`src/rtl/sift_win_pkg.sv`:
```
// Shared types and defaults for the SIFT 3x3 window scan controller.
// Provides the FSM state enum, window size and default image geometry.
package sift_win_pkg;

    localparam int WIN_SIZE  = 3;
    localparam int IMG_W_DEF = 640;
    localparam int IMG_H_DEF = 480;
    localparam int COL_W_DEF = 10;
    localparam int ROW_W_DEF = 9;

    typedef enum logic [1:0] {
        IDLE = 2'd0,
        FILL = 2'd1,
        RUN  = 2'd2,
        DONE = 2'd3
    } state_e;

endpackage

```
`src/rtl/raster_pos_counter.sv`:
```
// Raster column/row position counter with enable, clear and line/frame wrap.
// Ports: iclk, irst_n, ien (advance), iclr (to 0,0), ocol, orow, olast (at last pixel).
module raster_pos_counter #(
    parameter int IMG_W = 640,
    parameter int IMG_H = 480,
    parameter int COL_W = 10,
    parameter int ROW_W = 9
) (
    input  logic             iclk,
    input  logic             irst_n,
    input  logic             ien,
    input  logic             iclr,
    output logic [COL_W-1:0] ocol,
    output logic [ROW_W-1:0] orow,
    output logic             olast
);

    localparam logic [COL_W-1:0] COL_LAST = COL_W'(IMG_W - 1);
    localparam logic [ROW_W-1:0] ROW_LAST = ROW_W'(IMG_H - 1);

    logic [COL_W-1:0] col_q, col_d;
    logic [ROW_W-1:0] row_q, row_d;

    always_comb begin
        col_d = col_q;
        row_d = row_q;
        if (iclr) begin
            col_d = '0;
            row_d = '0;
        end else if (ien) begin
            if (col_q == COL_LAST) begin
                col_d = '0;
                // Wrap the row too so the next frame starts clean at (0,0).
                row_d = (row_q == ROW_LAST) ? '0 : row_q + ROW_W'(1);
            end else begin
                col_d = col_q + COL_W'(1);
            end
        end
    end

    always_ff @(posedge iclk or negedge irst_n) begin
        if (!irst_n) begin
            col_q <= '0;
            row_q <= '0;
        end else begin
            col_q <= col_d;
            row_q <= row_d;
        end
    end

    assign ocol  = col_q;
    assign orow  = row_q;
    assign olast = (col_q == COL_LAST) && (row_q == ROW_LAST);

endmodule

```
`src/rtl/window_scan_ctrl.sv`:
```
// Sequences the 3x3 neighbourhood datapath: raster tracking, shift enable, window flags.
// Ports: iclk, irst_n, istart, ivalid -> oshift_en, owin_valid, ocx, ocy, osof, oframe_done, obusy, oerr.
module window_scan_ctrl
    import sift_win_pkg::*;
#(
    parameter int IMG_W = IMG_W_DEF,
    parameter int IMG_H = IMG_H_DEF,
    parameter int COL_W = COL_W_DEF,
    parameter int ROW_W = ROW_W_DEF
) (
    input  logic             iclk,
    input  logic             irst_n,
    input  logic             istart,
    input  logic             ivalid,
    output logic             oshift_en,
    output logic             owin_valid,
    output logic [COL_W-1:0] ocx,
    output logic [ROW_W-1:0] ocy,
    output logic             osof,
    output logic             oframe_done,
    output logic             obusy,
    output logic             oerr
);

    localparam logic [COL_W-1:0] COL_EDGE = COL_W'(WIN_SIZE - 1);
    localparam logic [ROW_W-1:0] ROW_EDGE = ROW_W'(WIN_SIZE - 1);

    state_e state_q, state_d;

    logic [COL_W-1:0] col;
    logic [ROW_W-1:0] row;
    logic             last;
    logic             busy;
    logic             accept;
    logic             first_win;
    logic             interior;

    logic             win_q, win_d;
    logic [COL_W-1:0] cx_q, cx_d;
    logic [ROW_W-1:0] cy_q, cy_d;
    logic             sof_q, sof_d;
    logic             done_q, done_d;
    logic             err_q, err_d;

    assign busy      = (state_q == FILL) || (state_q == RUN);
    assign oshift_en = ivalid & busy;
    // A restart in the same cycle discards the pixel from the frame count.
    assign accept    = oshift_en & ~istart;
    assign interior  = (col >= COL_EDGE) && (row >= ROW_EDGE);
    assign first_win = (col == COL_EDGE) && (row == ROW_EDGE);

    raster_pos_counter #(
        .IMG_W (IMG_W),
        .IMG_H (IMG_H),
        .COL_W (COL_W),
        .ROW_W (ROW_W)
    ) u_pos (
        .iclk   (iclk),
        .irst_n (irst_n),
        .ien    (accept),
        .iclr   (istart),
        .ocol   (col),
        .orow   (row),
        .olast  (last)
    );

    always_comb begin
        state_d = state_q;
        unique case (state_q)
            IDLE: if (istart) state_d = FILL;
            FILL: begin
                if (istart)              state_d = FILL;
                else if (accept && last) state_d = DONE;
                else if (accept && first_win) state_d = RUN;
            end
            RUN: begin
                if (istart)              state_d = FILL;
                else if (accept && last) state_d = DONE;
            end
            DONE: state_d = istart ? FILL : IDLE;
            default: state_d = IDLE;
        endcase
    end

    always_comb begin
        win_d  = accept & interior;
        cx_d   = cx_q;
        cy_d   = cy_q;
        if (win_d) begin
            cx_d = col - COL_W'(1);
            cy_d = row - ROW_W'(1);
        end
        sof_d  = accept & first_win;
        done_d = accept & last;
        err_d  = (ivalid & ~busy) | (istart & busy);
    end

    always_ff @(posedge iclk or negedge irst_n) begin
        if (!irst_n) begin
            state_q <= IDLE;
            win_q   <= 1'b0;
            cx_q    <= '0;
            cy_q    <= '0;
            sof_q   <= 1'b0;
            done_q  <= 1'b0;
            err_q   <= 1'b0;
        end else begin
            state_q <= state_d;
            win_q   <= win_d;
            cx_q    <= cx_d;
            cy_q    <= cy_d;
            sof_q   <= sof_d;
            done_q  <= done_d;
            err_q   <= err_d;
        end
    end

    assign owin_valid  = win_q;
    assign ocx         = cx_q;
    assign ocy         = cy_q;
    assign osof        = sof_q;
    assign oframe_done = done_q;
    assign obusy       = busy;
    assign oerr        = err_q;

endmodule

```
`config.mk`:
```
export PLATFORM = sky130hd
export DESIGN_NAME = window_scan_ctrl
export DESIGN_NICKNAME = d
export VERILOG_FILES = /design/src/rtl/sift_win_pkg.sv /design/src/rtl/raster_pos_counter.sv /design/src/rtl/window_scan_ctrl.sv
export SDC_FILE = /design/constraint.sdc
export NUM_CORES = 1
export LEC_CHECK = 0
export ABC_CLOCK_PERIOD_IN_PS = 5300
export BUFFER_PORTS_ARGS = -buffer_cell sky130_fd_sc_hd__buf_4
export CELL_PAD_IN_SITES_DETAIL_PLACEMENT = 0
export CELL_PAD_IN_SITES_GLOBAL_PLACEMENT = 2
export CORE_MARGIN = 2
export CORE_UTILIZATION = 39
export CTS_CLUSTER_SIZE = 20
export DETAILED_ROUTE_END_ITERATION = 10
export GPL_TIMING_DRIVEN = 0
export PLACE_DENSITY = 0.92
export SYNTH_ARGS = -nofsm -noshare
export SYNTH_HDL_FRONTEND = slang
export SYNTH_SLANG_ARGS = --single-unit
```
`constraint.sdc`:
```
create_clock -name iclk -period 5.3 [get_ports iclk]
set_clock_uncertainty 0.05 [all_clocks]
set_input_delay 0.265 -clock iclk [delete_from_list [all_inputs] [get_ports iclk]]
set_output_delay 0.265 -clock iclk [all_outputs]
set_load 0.02 [all_outputs]
```
# [After elaboration in Yosys (flattened, before gate mapping)]
# Index checks and enable logic that the tools add are counted.
[totals] wordCells=61 regBits=44 output_inout_bits=25 input_bits=4
[op_classes] add_sub_neg=4 order_cmp=2 n_reduce_logical=11 mux=15 eq_ne=10 bitwise=10
[op_table] operator="$mux 9" count=4
[op_table] operator="$mux 10" count=3
[op_table] operator="$mux 2" count=6
[op_table] operator="$add 10x1->10 const B" count=1
[op_table] operator="$eq 10x10->1 const B" count=1
[op_table] operator="$eq 10x2->1 const B" count=1
[op_table] operator="$ge 10x2->1 const B" count=1
[op_table] operator="$sub 10x1->10 const B" count=1
[op_table] operator="$add 9x1->9 const B" count=1
[op_table] operator="$eq 9x2->1 const B" count=1
[op_table] operator="$eq 9x9->1 const B" count=1
[op_table] operator="$ge 9x2->1 const B" count=1
[op_table] operator="$sub 9x1->9 const B" count=1
[op_table] operator="$pmux 2 s4" count=1
[op_table] operator="$and 1x1->1" count=7
[op_table] operator="$logic_and 1x1->1" count=5
[op_table] operator="$eq 2x2->1 const B" count=2
[op_table] operator="$ne 4x2->1 const B" count=1
[op_table] operator="$reduce_bool 2->1" count=2
[op_table] operator="$ne 3x2->1 const B" count=1
[op_table] operator="$reduce_and 3->1" count=1
[op_table] operator="$eq 2x1->1 const B" count=1
[op_table] operator="$logic_not 2->1" count=1
[op_table] operator="$ne 2x2->1 const B" count=1
[op_table] operator="5 further kinds" count=6

# [Logic depth before layout (Yosys ltp)]
# Gate-level depths: netlist of run 1.
[depth] depth_word=9 mapped_depth=8 mapped_depth_nobuf=7

# [By module]
# From an unflattened synthesis of run 1, not the netlist that was laid out.
[hier_totals] cells_unflattened=259 area_unflattened_um2=2489.9
[by_module_without_submodules] mod="window_scan_ctrl" cells_each=156 n_inst=1 seq_area_each_um2=625.6 area_each_um2=1450.1
[by_module_without_submodules] mod="raster_pos_counter" cells_each=103 n_inst=1 seq_area_each_um2=475.5 area_each_um2=1039.7

# [Least setup slack after synthesis of run 1]
# OpenSTA, ideal clock, no wires.
[synth_path] path_kind="register -> register" start="register state_q[0]" end="register state_q[1]" path_buffers=0 slack_ns=2.841 t_required_ns=5.125 t_arrival_ns=2.285 period_less_slack_ns=2.459 stages_incl_launch_ff=8 setup_time_ns=0.125 cell_sequence="dfrtp_1 -> inv_1 -> ha_1 -> nand2_1 -> nor4_2 -> nand2_1 -> a21oi_1 -> mux2_2"
[synth_via] elab_chain_len=8 elab_cells_between_ends=16 classes_between="eq/ne (6); mux (3); bitwise (2); reduce/logical (5)"
[synth_rtl] element="start, declared" line_no="window_scan_ctrl.sv:28" source="state_e state_q, state_d;"
[synth_rtl] element="start signal, assigned" line_no="window_scan_ctrl.sv:108" source="state_q <= state_d;"
[synth_rtl] element="$eq 2x1->1 / $eq 2x2->1 (equally long branches)" line_no="window_scan_ctrl.sv:45" source="assign busy = (state_q == FILL) || (state_q == RUN);"
[synth_rtl] element="$logic_or 1x1->1 (*)" line_no="window_scan_ctrl.sv:45"
[synth_rtl] element="via obusy" line_no="window_scan_ctrl.sv:21" source="output logic obusy,"
[synth_rtl] element="$and 1x1->1 (*)" line_no="window_scan_ctrl.sv:46" source="assign oshift_en = ivalid & busy;"
[synth_rtl] element="$and 1x1->1 (*)" line_no="window_scan_ctrl.sv:48" source="assign accept = oshift_en & ~istart;"
[synth_rtl] element="$logic_and 1x1->1" line_no="window_scan_ctrl.sv:73, window_scan_ctrl.sv:78"
[synth_rtl] element="$mux 2" line_no="window_scan_ctrl.sv:73" source="else if (accept && last) state_d = DONE;"
[synth_rtl] element="$mux 2" line_no="window_scan_ctrl.sv:72" source="if (istart) state_d = FILL;"
[synth_rtl] element="$pmux 2 s4" line_no="window_scan_ctrl.sv:69" source="unique case (state_q)"
# The timed path passes the listed nets; every way through them passes the cells marked *.
# A chain may end at the register's enable or synchronous reset.

# [Worst setup path after layout of run 1]
[layout_path] start="register state_q[0]" end="register state_q[1]"
[layout_via] elab_chain_len=8 elab_cells_between_ends=16 classes_between="eq/ne (6); mux (3); bitwise (2); reduce/logical (5)"
[layout_rtl] element="$eq 2x1->1 / $eq 2x2->1 (equally long branches)" line_no="window_scan_ctrl.sv:45, window_scan_ctrl.sv:69"
[layout_rtl] element="$logic_or 1x1->1" line_no="window_scan_ctrl.sv:45"
[layout_rtl] element="$and 1x1->1" line_no="window_scan_ctrl.sv:46"
[layout_rtl] element="$and 1x1->1" line_no="window_scan_ctrl.sv:48"
[layout_rtl] element="$logic_and 1x1->1" line_no="window_scan_ctrl.sv:73, window_scan_ctrl.sv:78"
[layout_rtl] element="$mux 2" line_no="window_scan_ctrl.sv:73"
[layout_rtl] element="$mux 2" line_no="window_scan_ctrl.sv:72"
[layout_rtl] element="$pmux 2 s4" line_no="window_scan_ctrl.sv:69"
# Parallel ways exist; a longest one is shown, timed or not.

==> impl_metrics.ini, run 1 <==
[sta]
rsz0062_at_grt = false
setup_viol = 0
period_needed_ps = 2790
maxSlewHeadroom_pct = 36.94
tns_ps = 0
tightest_slew_ps = 938.1
period_share_pct = 52.63
clock.fmax_mhz = 358.5
hold_viol_final = 0
report.final.slew_viol_count = 0

[yosys]
synth_xor_area_share_pct = 8.528
ys_async_sr_fraction_pct = 100.0
synth_top_family_by_area = simple AND/OR/NAND/NOR gates
synth_edf_count = 0
synthesis.nets = 275
synth_cells = 260
yosysWarnings = 0
synth_cell_types = 38
seq_area_frac_synth_pct = 44.67
post_synth_and_or_nand_nor_area_fraction_pct = 23.15
yosys_most_used_dff = dfrtp_1
synthMuxAreaShare_pct = 1.726
synth.avg_cell_area_um2 = 9.480
synth-seq-cells = 44
synth_fa_ha_area_share_pct = 5.584
syn_area_um2 = 2465
synth_compound_area_share_pct = 10.81

[die]
fp.dieArea_um2 = 6972
die_w_um = 83.50
start_util_pct = 40.91
ios = 29
die_y_um = 83.50
core_um2 = 6026
rows = 28

[route]
wl_per_cell_um = 13.86
drc = 0
drt_iter0_drc = 72
num_vias = 1881
firstDrtPassIters = 4
wl_um = 5156
ant_nets = 0
post_drt_via_cell_ratio = 5.056

[place]
hpwl_um = 3709
gp_congestion = 0.7942
port_buffers = 28
place_area_um2 = 2769

[power_and_ir_drop]
p_total_uw = 928.7
power_density_nw_per_um2 = 319.7
leakage_nw = 1.390
ir_drop_v = 0.0002343

[cells_and_area]
drive_gt1_share_pct = 21.21
fin_nets = 311
nFillCells = 616
syn_to_final_growth_pct = 17.87
n_antenna_cell = 0
fin_area_um2 = 2905

[clock_network]
cts_tree = yes
cts_sinks = 44
clk_pin_slew_ps = 80
cts_resized = 0
cts_buffer_depth = 2
holdBufCountCts = 1
cts_max_level = 2
post_cts_buffers = 0
numCtsBuffers = 5
cts-root-buf = clkbuf_8
clkLatencyLatePin_ps = 300

[min_path]
hold_class = in2reg
hold_end = oerr
hold_depth = 2
hp-start = ivalid

[setup_path]
cp_cell_sequence = inv_1 -> ha_1 -> nand2_1 -> nor4_2 -> nand2_1 -> a21oi_1 -> mux2_2
crit_required_ps = 5440
r2r-start = state_q[0]
critPathSlowestCell = nor4_2
crit_type = reg2reg
reg2reg_to = state_q[1]
critPathArrivalTime_ps = 2930
crit_top_cell = nand2_1
cp-start-kind = flip-flop
reg2reg_depth = 7
cpPeakStageDelay_ps = 900
crit_path_end_kind = flip-flop
critPathMaxFanout = 9
reg2reg_slack_ps = 2510

[grt]
grt_pass1_wl_um = 8625
grt.overflow.total = 0
grt.total_usage_pct = 15.25
antenna_found_initial = 0
grt_max_degree = 45
grt_pass1_vias = 1753

[flow_run]
maxCapViolCount = 0

[run_status]
outcome = finished clean
## how the worst max path moves through the flow
stage	from	endpoint	slack [ps]	cells past startpoint
after floorplan	state_q[0]	state_q[1]	2840	7
after global placement	state_q[0]	state_q[1]	2570	7
after detailed placement	state_q[0]	state_q[1]	2570	7
after CTS	state_q[0]	state_q[1]	2550	7
after global routing	state_q[0]	state_q[1]	2290	7
final	state_q[0]	state_q[1]	2510	7
## layout by cell type, fill, tap and decap left out, types with 6 or more instances in the layout
cell type,synthesis,final
a21oi_1,8,8
buf_2,7,7
buf_4,1,29
clkbuf_8,0,7
dfrtp_1,44,44
ha_1,11,11
inv_1,11,11
nand2_1,38,38
nand3_1,9,9
nor2_1,25,25
nor3_1,12,12
o21ai_0,16,16
or3_1,6,6
xnor2_1,12,12
xor2_1,12,12
## kinds of logic after synthesis
group | Yosys count
simple gates | 111
flops | 44
fa+ha+maj | 11
compound gates | 41
xor+xnor | 24
buf+inv | 25
mux | 4
## cell type report
class	count	area (um^2)	share of cell area, %
sequential	44	1101	37.90
clock inverter	1	30.03	1.034
tap	75	93.84	3.230
multi-input combinational	191	1227	42.25
buffer	14	95.09	3.273
clock buffer	7	96.34	3.316
timing repair buffer	29	220.2	7.580
inverter	11	41.29	1.421
## routing by layer
| layer | share of wire [%] | track usage, % |
|---|---|---|
| met4 | 1.5 | 5.865 |
| met5 | 0 | 0 |
| met2 | 43 | 22.80 |
| met1 | 52 | 21.75 |
| met3 | 3.2 | 3.165 |
## power breakdown
group	total [mW]	leakage [nW]	internal [mW]	switching [mW]
combinational	0.273	0.718	0.109	0.164
sequential	0.373	0.607	0.352	0.0210
clock	0.283	0.0645	0.166	0.116
## Yosys cell counts (3+ instances only)
master / instances / area, um^2
dfrtp_1: 44 / 1101
nand2_1: 38 / 142.6
nor2_1: 25 / 93.84
o21ai_0: 16 / 80.08
nor3_1: 12 / 60.06
xnor2_1: 12 / 105.1
xor2_1: 12 / 105.1
ha_1: 11 / 137.6
inv_1: 11 / 41.29
nand3_1: 9 / 45.04
a21oi_1: 8 / 40.04
buf_2: 7 / 35.03
or3_1: 6 / 37.54
nand4_1: 5 / 31.28
o21ai_2: 5 / 43.79
buf_6: 4 / 45.04
nor4_1: 4 / 25.02
and3_1: 3 / 18.77
o31ai_1: 3 / 22.52
## metrics by stage
stage / setup WS [ps] / hold WS (ps) / util, % / std cells
global route: 2294 / 171.7 / 48.21 / 372
floorplan: 2841 / -80.59 / - / 260
detailed placement: 2567 / 252.4 / 45.95 / 363
CTS: 2553 / 158.5 / 48.21 / 372
finish: 2510 / 165.0 / 48.21 / 372
global placement: 2566 / 248.5 / 45.95 / 363
## sequential cells by signal, indices dropped and copies added, names as in the netlist
signal       count
oerr             1
ocy              9
u_pos.orow       9
state_q          2
oframe_done      1
u_pos.ocol      10
owin_valid       1
osof             1
ocx             10
## worst max-delay path: cells and delay by family (launching register included)
kind            cells  cell delay [ps]
mux                 1              350
buf+inv             1              100
flops               1              420
simple gates        3             1250
fa+ha+maj           1              340
compound gates      1              170
(Power assumes the default switching activity.)
==> inputs of run 2 (changes only) <==
Settings changed: ABC_CLOCK_PERIOD_IN_PS 5300 to 2870, CORE_UTILIZATION 39 to 36, PLACE_DENSITY 0.92 to 0.86.
Clock period 5.3 ns to 2.87 ns, I/O delays scaled along.
==> impl_metrics.ini, run 2 (same netlist as run 1, synthesis figures left out) <==
[sta]
clock.fmax_mhz = 399.0
report.final.slew_viol_count = 0
period_needed_ps = 2506
period_share_pct = 87.32
tightest_slew_ps = 570.3
hold_viol_final = 0
fin_ws_ps = 364.0
tns_ps = 0
maxSlewHeadroom_pct = 61.98
setup_viol = 0
rsz0062_at_grt = false

[die]
core_um2 = 6719
fp.dieArea_um2 = 7525
start_util_pct = 36.69
die_w_um = 86.75
die_y_um = 86.75
rows = 30
ios = 29

[grt]
antenna_found_initial = 0
grt_max_degree = 45
grt.overflow.total = 0
grt.total_usage_pct = 14.47
grt_pass1_wl_um = 8459
grt_pass1_vias = 1642

[route]
post_drt_via_cell_ratio = 4.934
wl_um = 5131
ant_nets = 0
firstDrtPassIters = 4
drt_iter0_drc = 98
num_vias = 1855
wl_per_cell_um = 13.65
drc = 0

[setup_path]
critPathArrivalTime_ps = 2630
crit_required_ps = 3000
cp-start-kind = flip-flop
crit_path_end_kind = flip-flop
crit_type = reg2reg
critPathMaxFanout = 10

[min_path]
hold_class = in2reg

[power_and_ir_drop]
swShare_pct = 35.15
leakage_nw = 1.378
ir_drop_v = 0.0003732
clkPwrFrac_pct = 23.7
power_density_nw_per_um2 = 546.5
p_sw_uw = 551.6
p_total_mw = 1.569
p_int_mw = 1.018
seqPwrFrac_pct = 43.8
comb_power_share_pct = 32.5

[clock_network]
clk_pin_slew_ps = 80
cts_tree = yes
post_cts_buffers = 0
cts_max_level = 2
cts_buffer_depth = 2
clkLatencyLatePin_ps = 290
cts_sinks = 44
cts-root-buf = clkbuf_8
numCtsBuffers = 5

[cells_and_area]
drive_gt1_share_pct = 20.61
final_common_cell = dfrtp_1
multi_input_area_um2 = 1236
nFillCells = 681
layout_common_cells = dfrtp_1 (44), nand2_1 (38), buf_4 (29)
fin_nets = 311
n_antenna_cell = 0
instances_no_fill = 376
syn_to_final_growth_pct = 16.50
seqCellArea_um2 = 1101

[place]
preCtsSetupSlack_ps = 163.5
port_buffers = 28
hpwl_um = 3731
gp_congestion = 0.7935
dp_cells = 368

[flow_run]
maxCapViolCount = 0

[run_status]
outcome = finished clean
run 2: cell count changes in the layout (fill, tap and decap cells not counted):
cell	before	now
nor4_2	2	1
bufinv_16	1	0
clkbuf_8	7	5
clkbuf_1	1	2
clkinv_2	0	1
nor4_4	1	2
run 2: cell type report:
| type | instances | area share (%) |
|---|---|---|
| flip-flops and latches | 44 | 38.34 |
| well taps | 80 | 3.486 |
| inverters | 11 | 1.438 |
| multi-input cells | 191 | 43.05 |
| plain buffers | 14 | 3.312 |
| repair buffers | 29 | 7.669 |
| clock inverters | 1 | 0.1743 |
| clock buffers | 6 | 2.527 |
run 2: final timing paths:
kind                            endpoint  slack [ps]  depth (start not counted)       start
hold reg to reg                   ocy[0]         430                          2      ocy[0]
setup reg to reg           u_pos.orow[5]         360                          7  state_q[0]
setup / recovery           u_pos.orow[5]         360                          7  state_q[0]
hold / removal                      oerr          50                          2      ivalid
min in group asynchronous  u_pos.ocol[4]         320                          2      irst_n
max in group asynchronous         ocx[6]        2040                          2      irst_n
run 2: repair_timing:
action | 4_1_cts | 5_1_grt
hold buffers | 1 | 0
resized for setup | 0 | 1
hold endpoints to repair | 44 | 0
endpoints found under the setup margin | 0 | 1
run 2: per-layer routing:
metal	routed length (um)	up-vias	global-route usage, %
met2	2201	35	21.05
li1	-	970	-
met1	2689	845	21.61
met3	165	5	2.667
met4	74	0	4.688
met5	0	-	0
run 2: power groups by stage:
stage                     logic, mW  registers, mW  clock network (mW)
after detailed placement      0.507          0.701                   0
after global routing          0.574          0.695               0.407
after global placement        0.506          0.700                   0
after floorplan               0.361          0.700                   0
final                         0.510          0.688               0.372
after CTS                     0.512          0.688               0.390
run 2: stage by stage:
| step | area (um^2) | util, % | hold WS (ps) |
|---|---|---|---|
| 6_report | 2872 | 42.74 | 52.24 |
| 5_1_grt | 2872 | 42.74 | 41.56 |
| 4_1_cts | 2863 | 42.61 | 41.55 |
| 3_5_place_dp | 2775 | 41.30 | 138.3 |
| 3_3_place_gp | 2775 | 41.30 | 131.7 |
| 2_1_floorplan | 2465 | - | -202.1 |
run 2: critical path: stages, from the launching register on:
cell     delay (ps)
dfrtp_1         420
inv_1           100
ha_1            350
nand2_1         270
o41ai_2         480
buf_2           300
nand3_1         150
o41ai_1         280
